===== src/rtl/gameover_overlay_if.sv =====
// gameover_overlay_if: VGA stream bundle (timing, blanking and 12-bit colour) shared by video stages.
interface vga_if;
    logic [10:0] hcount;
    logic [10:0] vcount;
    logic        hsync;
    logic        vsync;
    logic        hblnk;
    logic        vblnk;
    logic [11:0] rgb;
    modport in  (input  hcount, vcount, hsync, vsync, hblnk, vblnk, rgb);
    modport out (output hcount, vcount, hsync, vsync, hblnk, vblnk, rgb);
endinterface


===== src/rtl/gameover_overlay.sv =====
// gameover_overlay: realigns game stream with overlay and alpha-blends it with a frame-synchronous fade.
// Define GAMEOVER_FADE_EN for stepped fading; otherwise the overlay snaps between alpha 0 and 8.
module gameover_overlay #(
    parameter int FRAMES_PER_STEP = 4
) (
    input  logic        clk,
    input  logic        rst,
    vga_if.in           vin,
    input  logic [11:0] ov_rgb,
    input  logic        ov_valid,
    input  logic        game_over,
    vga_if.out          vout,
    output logic        fade_busy,
    output logic [3:0]  alpha
);
    localparam logic [3:0] ALPHA_MAX = 4'd8;
    typedef enum logic [1:0] {HIDDEN, FADE_IN, SHOWN, FADE_OUT} state_t;
    state_t      state, state_n;
    logic [3:0]  alpha_n;
    logic [10:0] d1_hcount, d1_vcount;
    logic        d1_hsync, d1_vsync, d1_hblnk, d1_vblnk;
    logic [11:0] d1_rgb;
    logic        fs;
    assign fs = vin.hcount == '0 && vin.vcount == '0;
    function automatic logic [3:0] mix(input logic [3:0] bg, input logic [3:0] ov, input logic [3:0] a);
        logic [6:0] sum;
        sum = {3'd0, bg} * {3'd0, ALPHA_MAX - a} + {3'd0, ov} * {3'd0, a};
        return sum[6:3];
    endfunction
    always_ff @(posedge clk or posedge rst) begin
        if (rst) begin
            d1_hcount <= '0;
            d1_vcount <= '0;
            d1_hsync  <= 1'b0;
            d1_vsync  <= 1'b0;
            d1_hblnk  <= 1'b0;
            d1_vblnk  <= 1'b0;
            d1_rgb    <= '0;
        end else begin
            d1_hcount <= vin.hcount;
            d1_vcount <= vin.vcount;
            d1_hsync  <= vin.hsync;
            d1_vsync  <= vin.vsync;
            d1_hblnk  <= vin.hblnk;
            d1_vblnk  <= vin.vblnk;
            d1_rgb    <= vin.rgb;
        end
    end
    always_ff @(posedge clk or posedge rst) begin
        if (rst) begin
            vout.hcount <= '0;
            vout.vcount <= '0;
            vout.hsync  <= 1'b0;
            vout.vsync  <= 1'b0;
            vout.hblnk  <= 1'b0;
            vout.vblnk  <= 1'b0;
            vout.rgb    <= '0;
        end else begin
            vout.hcount <= d1_hcount;
            vout.vcount <= d1_vcount;
            vout.hsync  <= d1_hsync;
            vout.vsync  <= d1_vsync;
            vout.hblnk  <= d1_hblnk;
            vout.vblnk  <= d1_vblnk;
            vout.rgb    <= (d1_hblnk || d1_vblnk) ? 12'h000 :
                           (ov_valid && alpha != 4'd0) ? {mix(d1_rgb[11:8], ov_rgb[11:8], alpha),
                                                          mix(d1_rgb[7:4], ov_rgb[7:4], alpha),
                                                          mix(d1_rgb[3:0], ov_rgb[3:0], alpha)} : d1_rgb;
        end
    end
`ifdef GAMEOVER_FADE_EN
    logic [7:0] fcnt, fcnt_n;
    logic       step, fading;
    assign step = fcnt == 8'(FRAMES_PER_STEP - 1);
    // a HIDDEN/SHOWN frame start that requests a change already counts as the first fade frame
    assign fading = state == FADE_IN || state == FADE_OUT ||
                    (state == HIDDEN && game_over) || (state == SHOWN && !game_over);
    always_comb begin
        state_n = state;
        alpha_n = alpha;
        fcnt_n  = fcnt;
        if (fs && fading) begin
            fcnt_n = step ? 8'd0 : fcnt + 8'd1;
            if (game_over) begin
                alpha_n = (step && alpha != ALPHA_MAX) ? alpha + 4'd1 : alpha;
                state_n = alpha_n == ALPHA_MAX ? SHOWN : FADE_IN;
            end else begin
                alpha_n = (step && alpha != 4'd0) ? alpha - 4'd1 : alpha;
                state_n = alpha_n == 4'd0 ? HIDDEN : FADE_OUT;
            end
        end
        if (state_n == HIDDEN || state_n == SHOWN)
            fcnt_n = '0;
    end
    always_ff @(posedge clk or posedge rst) begin
        if (rst)
            fcnt <= '0;
        else
            fcnt <= fcnt_n;
    end
    assign fade_busy = state == FADE_IN || state == FADE_OUT;
`else
    always_comb begin
        state_n = state;
        alpha_n = alpha;
        if (fs && state == HIDDEN && game_over) begin
            state_n = SHOWN;
            alpha_n = ALPHA_MAX;
        end else if (fs && state == SHOWN && !game_over) begin
            state_n = HIDDEN;
            alpha_n = 4'd0;
        end
    end
    assign fade_busy = 1'b0;
`endif
    always_ff @(posedge clk or posedge rst) begin
        if (rst) begin
            state <= HIDDEN;
            alpha <= 4'd0;
        end else begin
            state <= state_n;
            alpha <= alpha_n;
        end
    end
endmodule


===== src/flat_wrapper.sv =====
// flat-port wrapper written by rule: the top's interface ports become plain ports
module gameover_overlay_flat 
#(
    parameter int FRAMES_PER_STEP = 4
)
  (clk, rst, ov_rgb, ov_valid, game_over, fade_busy, alpha, vin_hcount, vin_vcount, vin_hsync, vin_vsync, vin_hblnk, vin_vblnk, vin_rgb, vout_hcount, vout_vcount, vout_hsync, vout_vsync, vout_hblnk, vout_vblnk, vout_rgb);
  vga_if vin_i ();
  vga_if vout_i ();
  input  logic clk;
  input  logic rst;
  input  logic [11:0] ov_rgb;
  input  logic ov_valid;
  input  logic game_over;
  output logic fade_busy;
  output logic [3:0] alpha;
  input wire logic [$bits(vin_i.hcount)-1:0] vin_hcount;
  input wire logic [$bits(vin_i.vcount)-1:0] vin_vcount;
  input wire logic [$bits(vin_i.hsync)-1:0] vin_hsync;
  input wire logic [$bits(vin_i.vsync)-1:0] vin_vsync;
  input wire logic [$bits(vin_i.hblnk)-1:0] vin_hblnk;
  input wire logic [$bits(vin_i.vblnk)-1:0] vin_vblnk;
  input wire logic [$bits(vin_i.rgb)-1:0] vin_rgb;
  output wire logic [$bits(vout_i.hcount)-1:0] vout_hcount;
  output wire logic [$bits(vout_i.vcount)-1:0] vout_vcount;
  output wire logic [$bits(vout_i.hsync)-1:0] vout_hsync;
  output wire logic [$bits(vout_i.vsync)-1:0] vout_vsync;
  output wire logic [$bits(vout_i.hblnk)-1:0] vout_hblnk;
  output wire logic [$bits(vout_i.vblnk)-1:0] vout_vblnk;
  output wire logic [$bits(vout_i.rgb)-1:0] vout_rgb;
  assign vin_i.hcount = vin_hcount;
  assign vin_i.vcount = vin_vcount;
  assign vin_i.hsync = vin_hsync;
  assign vin_i.vsync = vin_vsync;
  assign vin_i.hblnk = vin_hblnk;
  assign vin_i.vblnk = vin_vblnk;
  assign vin_i.rgb = vin_rgb;
  assign vout_hcount = vout_i.hcount;
  assign vout_vcount = vout_i.vcount;
  assign vout_hsync = vout_i.hsync;
  assign vout_vsync = vout_i.vsync;
  assign vout_hblnk = vout_i.hblnk;
  assign vout_vblnk = vout_i.vblnk;
  assign vout_rgb = vout_i.rgb;
  gameover_overlay #(.FRAMES_PER_STEP(FRAMES_PER_STEP)) u_core (.clk(clk), .rst(rst), .vin(vin_i), .ov_rgb(ov_rgb), .ov_valid(ov_valid), .game_over(game_over), .vout(vout_i), .fade_busy(fade_busy), .alpha(alpha));
endmodule

===== config.mk =====
export PLATFORM = sky130hd
export DESIGN_NAME = gameover_overlay_flat
export DESIGN_NICKNAME = d
export VERILOG_FILES = /design/src/rtl/gameover_overlay_if.sv /design/src/rtl/gameover_overlay.sv /design/src/flat_wrapper.sv
export SDC_FILE = /design/constraint.sdc
export NUM_CORES = 1
export LEC_CHECK = 0
export CORE_ASPECT_RATIO = 0.6
export CORE_MARGIN = 2
export CORE_UTILIZATION = 50
export DETAILED_ROUTE_END_ITERATION = 8
export DONT_BUFFER_PORTS = 1
export GPL_ROUTABILITY_DRIVEN = 0
export HOLD_SLACK_MARGIN = 0.08
export SETUP_SLACK_MARGIN = 0.02
export SLEW_MARGIN = 15
export SYNTH_ARGS = -nofsm -noshare
export SYNTH_HDL_FRONTEND = slang
export SYNTH_SLANG_ARGS = --single-unit

===== constraint.sdc =====
create_clock -name clk -period 2.95 [get_ports clk]
set_input_delay 0.295 -clock clk [delete_from_list [all_inputs] [get_ports clk]]
set_output_delay 0.295 -clock clk [all_outputs]
set_load 0.005 [all_outputs]

==> impl_metrics.ini, run 1 <==
[synthesis]
yosys.area_share.simple = 0.0813
synth-seq-cells = 77
synth-compound-area-share = 0.0264
synth_most_common_cell = dfrtp_1
synth_edf_count = 0
synthArstFlopShare = 1.00
ys_types = 21
yosysSeqAreaShare = 0.783
synth_top_flop_cell = dfrtp_1
synthMuxAreaShare = 0.00915
synth_area_um2 = 2460
yosysWarnings = 0
synthCells = 156
yosys.area.top_type = dfrtp_1
yosys.area_share.adder = 0.0508
avgSynthCellArea_um2 = 15.8
synth_xor_area_frac = 0.0285
synth_top_family_by_area = simple AND/OR/NAND/NOR gates
synth.area.top_cells = dfrtp_1 (78%), ha_1 (5.1%), nand2_1 (3.2%)
synth_common_cells = dfrtp_1 (77), nand2_1 (21), a21oi_1 (10), ha_1 (10), xnor2_1 (8)
netlist.area_leader.share = 0.783

[grt]
grt_max_degree = 43
grtUsageTotal = 0.182
grt_pass1_wl_um = 7160
antenna_found_initial = 0
grt_remaining_overflow = 0
grt_pass1_vias = 1488

[power]
p_leak_nw = 1.44
power.switching_mw = 0.412
peakVddDrop_mv = 0.386
p_clk_frac = 0.384
comb_power_share = 0.053
p_seq_frac = 0.563
switching_share = 0.205
p_int_mw = 1.59
power.density_nw_per_um2 = 635

[worst_setup_path]
start_kind = flip-flop
cp.arrival_ns = 2.06
r2r-start = u_core.alpha[3]$_DFFE_PP0P_
worst-setup-path-type = flip-flop to flip-flop
r2r_slack_ns = 1.11
critPathMaxFanout = 11
crit_path_end_kind = flip-flop
required_ns = 3.17
r2r_cells = 6
worstReg2RegEnd = u_core.vout.rgb[6]$_DFF_PP0_

[flow_run]
drv_cap = 0

[timing]
setup_tns_ns = 0
timing_hold_violations_final = 0
rsz0062_at_grt = false
fmax_mhz = 544
fin_crit_ns = 1.84
setup_viol_count_final = 0
timing.final.crit_share = 0.623
slew_headroom = 0.502
skew_ns = 0.00776
worst_pin_slew_ns = 0.746
drv_slew = 0

[detailed_routing]
routed_wl_um = 4330
route.detailed.drc = 0
final_antenna_net_count = 0
drtIter0Drc = 27
dr.pass1.iters = 3
wl_per_cell_um = 15.6
via_count = 1339
viasPerCell = 4.83

[cells_and_area]
multiInputGateArea_um2 = 517
seqCellArea_um2 = 1930
final_util = 0.677
antenna_cells = 0
fillCellCount = 353
finalNetCount = 274
drive_above_1_share = 0.0981
area_delta_synth_final_pct = 28.2

[clock_network]
post_cts_buffers = 0
cts_buffers = 9
clockRootBuffer = clkbuf_8
clk_path_buf_depth = 2
clk_pin_slew_worst_paths_ns = 0.08
cts_tree = done
clk_latency_ns = 0.34
cts_sinks = 77
h-tree-depth = 3

[die]
row_count = 19
io_pins = 97
start_util = 0.528
core_um2 = 4660
dieWidth_um = 94.6
die-area_um2 = 5520
die_h_um = 58.3

[worst_hold_path]
min_from = ov_rgb[4]
min_to = u_core.vout.rgb[4]$_DFF_PP0_
hold_path.class = input pin to flip-flop
min_path_cells = 2

[place]
dp_hpwl_um = 2940
port-buffer-count = 0

[outcome]
status = finished clean
critical path: stages (launching register included):
cell     delay (ns)
dfrtp_1        0.51
and2_1         0.20
ha_1           0.29
ha_1           0.31
ha_1           0.29
nand2_1        0.06
a21oi_1        0.06
worst max path at each step:
stage	start	slack, ns	endpoint
after floorplan	rst	0.69	u_core.alpha[3]$_DFFE_PP0P_
after global placement	u_core.alpha[3]$_DFFE_PP0P_	1.16	u_core.vout.rgb[3]$_DFF_PP0_
after detailed placement	u_core.alpha[3]$_DFFE_PP0P_	1.10	u_core.vout.rgb[6]$_DFF_PP0_
after CTS	u_core.alpha[3]$_DFFE_PP0P_	1.09	u_core.vout.rgb[6]$_DFF_PP0_
after global routing	u_core.alpha[3]$_DFFE_PP0P_	1.00	u_core.vout.rgb[6]$_DFF_PP0_
final	u_core.alpha[3]$_DFFE_PP0P_	1.11	u_core.vout.rgb[6]$_DFF_PP0_
metrics by stage:
| step | instance area, um2 | power [mW] | setup WS (ns) | hold WS (ns) | cells |
|---|---|---|---|---|---|
| 5_1_grt | 3160 | 2.10 | 1.00 | 0.0899 | 277 |
| 3_5_place_dp | 2550 | 1.21 | 1.10 | 0.326 | 221 |
| 4_1_cts | 3160 | 2.03 | 1.09 | 0.0808 | 277 |
| 2_1_floorplan | 2490 | 1.19 | 0.688 | 0.326 | 164 |
| 3_3_place_gp | 2550 | 1.21 | 1.16 | 0.323 | 221 |
| 6_report | 3160 | 2.00 | 1.11 | 0.0939 | 277 |
cells by family after synthesis:
kind of cell             count (synthesis)
XOR/XNOR                                 8
flip-flops                              77
AO/OA/AOI/OAI                           12
other                                    1
multiplexers                             2
adder cells (fa/ha/maj)                 10
buffers and inverters                    8
AND/OR/NAND/NOR                         38
sequential cells by signal, indices dropped and copies added (netlist names), 11 cells and up:
register / cells
u_core.vout.rgb: 12
u_core.vout.vcount: 11
u_core.d1_rgb: 12
u_core.d1_hcount: 11
u_core.d1_vcount: 11
u_core.vout.hcount: 11
layout make-up:
type / instances / area share
clock inverters: 4 / 0.0151
multi-input cells: 79 / 0.164
inverters: 1 / 0.00119
repair buffers: 42 / 0.136
well taps: 63 / 0.0250
flip-flops and latches: 77 / 0.611
clock buffers: 11 / 0.0480
placed cells by master, fill, tap and decap left out, drive strengths merged, types with 2 or more instances in the layout:
cell type	instances
a211oi	2
a21oi	10
and2	4
clkbuf	11
clkinv	2
conb	9
dfrtp	77
dlygate4sd3	41
ha	10
mux2	2
nand2	21
nor2	2
nor2b	3
nor4	5
xnor2	8
power by group through the flow:
stage / registers, mW / logic (mW) / clock network (mW)
5_1_grt: 1.13 / 0.121 / 0.843
3_5_place_dp: 1.15 / 0.0630 / 0
2_1_floorplan: 1.14 / 0.0529 / 0
3_3_place_gp: 1.15 / 0.0593 / 0
4_1_cts: 1.13 / 0.107 / 0.792
6_report: 1.13 / 0.106 / 0.771
repair_timing:
item	CTS	global route
gates resized for setup	0	0
hold buffers	41	0
endpoints found under the hold margin	75	0
metal layers:
layer / vias to the layer above / GRT usage / routed length (um)
met5: - / 0 / 0
met4: 0 / 0.0725 / 80
met3: 10 / 0.0807 / 398
met2: 61 / 0.289 / 2110
met1: 667 / 0.223 / 1740
li1: 601 / - / -
(Power assumes the default switching activity.)
==> run 2: changes to the inputs <==
- PLACE_DENSITY: not set -> 0.68
- clock period: 2.95 -> 1.6 ns (I/O delays scaled with it)
==> impl_metrics.ini, run 2 (synthesized netlist as in run 1, its figures left out) <==
[clock_network]
cts_sinks = 77
cts_tree = done
clk_pin_slew_worst_paths_ns = 0.09
h-tree-depth = 3
clockRootBuffer = clkbuf_8
cts_buffers = 9
clk_path_buf_depth = 2
clk_latency_ns = 0.35

[detailed_routing]
route.detailed.drc = 0
routed_wl_um = 5040
drtIter0Drc = 45
viasPerCell = 4.92
final_antenna_net_count = 0
dr.pass1.iters = 4
wl_per_cell_um = 17.6
via_count = 1412

[grt]
grt_pass1_vias = 1633
antenna_found_initial = 0
use_met3 = 0.0922
grt.busiest_layer = met2
grt_max_degree = 78
grt_pass1_wl_um = 7880
grt_remaining_overflow = 0
grt_use_met1 = 0.232
grtUsageTotal = 0.203
use_met2 = 0.345

[worst_hold_path]
min_from = ov_rgb[7]
min_to = u_core.vout.rgb[7]$_DFF_PP0_
hold_path.class = input pin to flip-flop
min_path_cells = 3

[worst_setup_path]
r2r-start = u_core.alpha[3]$_DFFE_PP0P_
critical-path-top-delay-family = flip-flops
slowest_stage = dfrtp_2
timing.critical_path.buf_inv = 1
r2r_cells = 6
worstReg2RegEnd = u_core.vout.rgb[10]$_DFF_PP0_
cp.arrival_ns = 1.85
crit_start = u_core.alpha[3]$_DFFE_PP0P_
worst-setup-path-type = flip-flop to flip-flop
r2r_slack_ns = -0.02
required_ns = 1.83
slowest_delay_ns = 0.48
crit_top_cell = ha_4
critPathMaxFanout = 6
start_kind = flip-flop
crit_path_cell_trace = buf_6 -> mux2_4 -> ha_4 -> ha_4 -> nand2_2 -> a21oi_2
crit_path_end_kind = flip-flop

[timing]
skew_ns = 0.00918
rsz0062_at_grt = true
timing_hold_violations_final = 0
drv_slew = 0
setup_viol_count_final = 1
timing.final.crit_share = 1.01
fin_ws_ns = -0.0181
fmax_mhz = 618
setup_tns_ns = -0.0181
fin_crit_ns = 1.62

[die]
dieWidth_um = 94.6
die_h_um = 58.3
die-area_um2 = 5520
row_count = 19
start_util = 0.528
io_pins = 97
core_um2 = 4660

[cells_and_area]
antenna_cells = 0
area_delta_synth_final_pct = 40.5
seqCellArea_um2 = 1930
final_cell_area_um2 = 3460
finalNetCount = 283
multiInputGateArea_um2 = 699
fillCellCount = 308
layout_commonest_cell = dfrtp_1
final_util = 0.742
drive_above_1_share = 0.210
final_cell_mix = dfrtp_1 (76), dlygate4sd3_1 (46), nand2_1 (20)
top_regs = u_core.d1_rgb x12, u_core.vout.rgb x12

[outcome]
violations = negative setup slack
status = finished with violations

[flow_run]
drv_cap = 0

[power]
p_leak_nw = 1.52
power.density_nw_per_um2 = 1150
peakVddDrop_mv = 0.746

[place]
port-buffer-count = 0
post-place-ws_ns = -0.134
place_area_um2 = 2570
dp_hpwl_um = 3120
[run 2: changes by cell type in the layout (fill, tap and decap cells not counted), moves of 2 or more]
cell           change
ha_1               -9
nor2b_1            -3
clkinv_2           -2
xnor2_1            -2
buf_4              +3
clkbuf_8           -2
ha_4               +9
and2_1             -3
and2_4             +2
nor2b_4            +3
inv_6              +3
dlygate4sd3_1      +5
[run 2: routing by layer]
layer  vias up  wire length [um]
met1       722              1980
met3         4               459
met2        62              2570
met5         -                 0
li1        624                 -
met4         0                25
[run 2: where the power goes]
| group | total [mW] | switching, mW | internal, mW | leakage [nW] |
|---|---|---|---|---|
| registers | 2.08 | 0.0428 | 2.04 | 0.919 |
| logic | 0.252 | 0.110 | 0.143 | 0.486 |
| clock network | 1.65 | 0.742 | 0.905 | 0.113 |
| total | 3.98 | 0.894 | 3.08 | 1.52 |
[run 2: worst max path at each step]
stage,to,slack (ns),cells past startpoint
2_1_floorplan,u_core.vout.rgb[7]$_DFF_PP0_,-0.32,8
6_report,u_core.vout.rgb[10]$_DFF_PP0_,-0.02,6
4_1_cts,u_core.vout.rgb[6]$_DFF_PP0_,-0.02,6
3_5_place_dp,u_core.vout.rgb[6]$_DFF_PP0_,-0.13,6
5_1_grt,u_core.vout.rgb[10]$_DFF_PP0_,-0.05,6
3_3_place_gp,u_core.vout.rgb[6]$_DFF_PP0_,-0.09,6
[run 2: layout make-up]
type | count | share of cell area
clock inverters | 7 | 0.0304
repair buffers | 51 | 0.149
well taps | 63 | 0.0228
inverters | 1 | 0.00217
flip-flops and latches | 77 | 0.558
multi-input cells | 79 | 0.202
clock buffers | 9 | 0.0358
[run 2: what timing repair did]
item                                   CTS  global route
setup buffers                            2             0
pin swaps                                6             3
endpoints found under the hold margin  122             0
setup endpoints to repair                4             5
hold buffers                            46             0
resized for setup                       22             8
[run 2: tightest hold or removal path: stages]
cell	delay, ns
xnor2_1	0.06
xnor2_1	0.14
a211oi_1	0.06
[run 2: metrics by stage]
step	power [mW]	hold slack (ns)	cells
finish	3.98	0.107	287
global route	4.16	0.131	287
CTS	4.00	0.102	287
detailed placement	2.24	0.174	223
global placement	2.22	0.157	223
floorplan	2.20	0.191	164
==> run 3: changes to the inputs <==
- RECOVER_POWER: not set -> 25
==> results of run 3 <==
No change in the layout: final DEF, timing and power equal those of run 2.
==> RTL change 1, RTL diff (config.mk and constraints of run 3) <==
Register the inputs `ov_rgb` and `ov_valid` before use. The logic sees them one clock later. The other inputs are not delayed to match.
--- a/src/rtl/gameover_overlay.sv
+++ b/src/rtl/gameover_overlay.sv
@@ -16,4 +16,13 @@
     localparam logic [3:0] ALPHA_MAX = 4'd8;
     typedef enum logic [1:0] {HIDDEN, FADE_IN, SHOWN, FADE_OUT} state_t;
+
+    logic [11:0] ov_rgb_q;
+    logic ov_valid_q;
+
+    always_ff @(posedge clk) begin
+        ov_rgb_q   <= ov_rgb;
+        ov_valid_q <= ov_valid;
+    end
+
     state_t      state, state_n;
     logic [3:0]  alpha_n;
@@ -64,7 +73,7 @@
             vout.vblnk  <= d1_vblnk;
             vout.rgb    <= (d1_hblnk || d1_vblnk) ? 12'h000 :
-                           (ov_valid && alpha != 4'd0) ? {mix(d1_rgb[11:8], ov_rgb[11:8], alpha),
-                                                          mix(d1_rgb[7:4], ov_rgb[7:4], alpha),
-                                                          mix(d1_rgb[3:0], ov_rgb[3:0], alpha)} : d1_rgb;
+                           (ov_valid_q && alpha != 4'd0) ? {mix(d1_rgb[11:8], ov_rgb_q[11:8], alpha),
+                                                          mix(d1_rgb[7:4], ov_rgb_q[7:4], alpha),
+                                                          mix(d1_rgb[3:0], ov_rgb_q[3:0], alpha)} : d1_rgb;
         end
     end
Formal check against the unedited RTL: not equivalent (a bounded check fails within 4 cycles, from zero or initial values and one cycle with rst high).
==> RTL change 1 against run 3 <==
- synthesized area increased by 11%
- sequential cell count up 13
- highest routed layer unchanged
- worst setup slack gained 0.028 ns
- final area increased by 11%
- routed wire length increased by 2.6%
- via count is 6.3% higher
- total power increased by 13%
- clock power grew 10%
- largest power group unchanged
==> RTL change 1: results (changes against run 3) <==
{| class="wikitable"
! Metric !! Value
|-
| Result of the run || complete, no violations
|-
| Number of buffers other than clock buffers in the final layout || 62 (+22%)
|-
| Worst path arrival time || 1.81 ns (-0.04 ns)
|-
| Total leakage power || 1.69 nW (+11%)
|-
| Met2 Resource Use GR || 0.303 (-0.0418)
|-
| Met3 Wirelength || 355 um (-23%)
|-
| Part of the total power dissipated in the clock network || 0.404 (-0.010)
|-
| Routed met2 length || 2560 um (-0.19%)
|-
| Place WS || -0.132 ns (+0.00223 ns)
|-
| Worst Hold Path EP || u_core.alpha[3]
|-
| Seq Cell Count || 90 (+17%)
|-
| Aggregate global-route resource usage || 0.183 (-0.0193)
|-
| Met3 Resource Use GR || 0.0681 (-0.0241)
|-
| Commonest cells in the synthesized netlist || dfrtp_1 (77), nand2_1 (21), dfxtp_1 (13), a21oi_1 (10), ha_1 (10)
|-
| Proportion of final cell area spent on non-clock buffers || 0.158 (+0.00906)
|-
| Ranking of synthesized cells by area || dfrtp_1 (71%), dfxtp_1 (9.6%), ha_1 (4.6%)
|-
| Clock buf/inv share || 0.0652 (-0.00102)
|-
| Estimated wirelength of the detail-placed design || 3130 um (+0.28%)
|-
| Layout-stage area growth over the synthesis result || 41.0%
|-
| Wl on met1 || 2170 um (+9.5%)
|-
| Sequential area share after synthesis || 0.804 (+0.0208)
|-
| Number of buffer cells added on primary ports || 0 (unchanged)
|-
| Layout Skew || 0.00713 ns (-0.00205 ns)
|-
| Maximum number of pins on one net before global-route repair || 49 (-37%)
|-
| Portion of total power attributed to combinational logic || 0.059 (-0.004)
|-
| First-pass GRT wire length || 7900 um (+0.27%)
|-
| Detailed Route WL || 5170 um (+2.6%)
|-
| Largest voltage drop on the vdd net || 0.000828 V (+11%)
|-
| Final nets || 307 (+8.5%)
|-
| Largest registers || u_core.d1_rgb (12), u_core.ov_rgb_q (12), u_core.vout.rgb (12)
|-
| Initial drt markers || 27 (-40%)
|-
| Area after detailed placement || 0.00284 mm^2 (+11%)
|-
| Share of flip-flops with an asynchronous set or reset || 0.856 (-0.144)
|-
| Fraction of layout instances using a drive strength above 1 || 0.210 (about the same)
|-
| Clock buffer count || 10 (+1)
|-
| Sw power || 0.000895 W (about the same)
|-
| Gate Count Post-Synth || 169 (+8.3%)
|-
| Worst hold slack || 0.170 ns (+0.0635 ns)
|-
| Post-Place Cells || 242 (+8.5%)
|-
| Area of the die || 0.00607 mm^2 (+10%)
|-
| Sequential Area || 0.00219 mm^2 (+13%)
|-
| Count of distinct cell types in the synthesized netlist || 22 (+4.8%)
|-
| Met1 global-route usage || 0.223 (-0.00887)
|-
| Via count of the first global-routing pass || 1587 (-2.8%)
|-
| Internal portion of total power || 0.00362 W (+17%)
|-
| Post-layout min period || 1.59 ns (-0.0281 ns)
|-
| Worst setup slack for register-to-register paths || 0.01 ns (+0.03 ns)
|-
| Fill count || 324 (+5.2%)
|-
| Startpoint of the most critical hold path || vin_hcount[9]
|}
==> RTL change 1: cell count changes after synthesis <==
cell	run 3	this run
dfxtp_1	0	13
==> RTL change 1: what timing repair did <==
item,CTS,global route
setup buffers,2,1
gates resized for setup,21,11
pin swaps,9,8
endpoints found under the setup margin,4,9
hold endpoints to repair,129,0
hold buffers,53,0
==> RTL change 1: cells by family (layout without fill, tap and decap cells) <==
kind of cell	count (synthesis)	after routing	synth area share
simple gates	38	38	0.0736
buf+inv	8	79	0.0175
xor+xnor	8	8	0.0257
compound gates	12	12	0.0239
other cells	1	9	0.00138
mux	2	2	0.00828
flops	90	90	0.804
fa+ha+maj	10	10	0.0460
==> RTL change 1: worst max-delay path, stage by stage (launching register included) <==
cell and delay, ns:
dfrtp_2 0.47, buf_6 0.15, mux2_4 0.31, ha_4 0.22
ha_4 0.21, nand2_2 0.05, a21oi_1 0.06
==> RTL change 2, RTL diff (settings of run 3) <==
Made on the original files. Build with the macro `GAMEOVER_FADE_EN` defined.
--- a/src/rtl/gameover_overlay.sv
+++ b/src/rtl/gameover_overlay.sv
@@ -1,4 +1,6 @@
 // gameover_overlay: realigns game stream with overlay and alpha-blends it with a frame-synchronous fade.
 // Define GAMEOVER_FADE_EN for stepped fading; otherwise the overlay snaps between alpha 0 and 8.
+`define GAMEOVER_FADE_EN
+
 module gameover_overlay #(
     parameter int FRAMES_PER_STEP = 4
Function: changed (a bounded check fails within 4 cycles, from zero or initial values and one cycle with rst high).
==> RTL change 2 against run 3 <==
- the flow still finishes with violations (negative setup slack)
- final area up 130%
- clock power up 29%
- routed wire length rose to 2.8 times the old value
- sequential cell count up 13
- total power up 41%
- synthesized area up 140%
- worst setup slack worse by 2.8 ns
- cell count rose to 3.0 times the old value
- largest cell class is now multi-input combinational cells
==> RTL change 2: results (changes against run 3) <==
{| class="wikitable"
! Metric !! Value
|-
| Worst Hold Path EP || u_core.state[1]
|-
| Via count of the first global-routing pass || 4613 (+180%)
|-
| Ratio of routed vias to standard cells || 5.09 (+3.4%)
|-
| Summed negative setup slack over all endpoints || -37.85 ns (-37.83 ns)
|-
| Fraction of layout instances using a drive strength above 1 || 0.256 (+0.0467)
|-
| # setup viols final || 26 (+25)
|-
| Startpoint of the most critical hold path || game_over
|-
| Failing checks || negative setup slack
|-
| Switching power as a share of total power || 0.283 (+0.0580)
|-
| Worst path arrival time || 4.73 ns (+2.88 ns)
|-
| Sequential Area || 0.00225 mm^2 (+17%)
|-
| Number of inverters outside the clock class in the layout || 81 (+80)
|-
| Met1 global-route usage || 0.318 (+0.0864)
|-
| Syn_area_per_cell || 10.5 um^2 (-33%)
|-
| Area of the multi-input gates || 0.00354 mm^2 (+410%)
|-
| Proportion of final cell area spent on non-clock buffers || 0.157 (+0.00791)
|-
| Routed met2 length || 6750 um (+160%)
|-
| Clock buf/inv share || 0.0391 (-0.0271)
|-
| Result of the run || complete, but fails checks
|-
| Aggregate global-route resource usage || 0.239 (+0.0367)
|-
| Ranking of synthesized cells by area || dfrtp_1 (38%), fa_1 (16%), ha_1 (9.6%)
|-
| Met3 Wirelength || 982 um (+110%)
|-
| Layout Skew || 0.0111 ns (+0.00196 ns)
|-
| Destination of the critical timing path || u_core.vout.rgb[11]
|-
| Number of buffers other than clock buffers in the final layout || 138 (+170%)
|-
| Hold Crit Depth || 2 (-1)
|-
| Met3 Resource Use GR || 0.0536 (-0.0386)
|-
| Post-Place Cells || 783 (+250%)
|-
| CP delay by family, top || adder cells
|-
| Slowest stage cell, crit path || fa_1
|-
| Launching point of the worst reg2reg path || u_core.alpha[2]
|-
| Met2 Resource Use GR || 0.401 (+0.0564)
|-
| Worst setup margin || -2.85 ns (-2.83 ns)
|-
| Fill count || 861 (+180%)
|}
==> RTL change 2: power by group through the flow <==
| stage | Sequential [W] | Combinational, W | Clock (W) |
|---|---|---|---|
| 3_5_place_dp | 0.00249 | 0.000930 | 0 |
| 3_3_place_gp | 0.00248 | 0.000887 | 0 |
| 4_1_cts | 0.00244 | 0.00103 | 0.00219 |
| 2_1_floorplan | 0.00247 | 0.000621 | 0 |
| 6_report | 0.00244 | 0.00103 | 0.00213 |
| 5_1_grt | 0.00245 | 0.00119 | 0.00229 |
==> RTL change 2: repair_timing <==
action / in CTS / in global routing
gates resized for setup: 39 / 10
hold buffers: 40 / 0
pin swaps: 26 / 19
setup endpoints to repair: 26 / 26
hold endpoints to repair: 132 / 0
cloned: 1 / 0
setup buffers: 9 / 5
==> RTL change 2: cells by family after synthesis <==
kind of cell    synth area share
flops                      0.382
fa+ha+maj                  0.259
buf+inv                   0.0658
compound gates            0.0686
xor+xnor                  0.0425
simple gates               0.179
mux                      0.00340
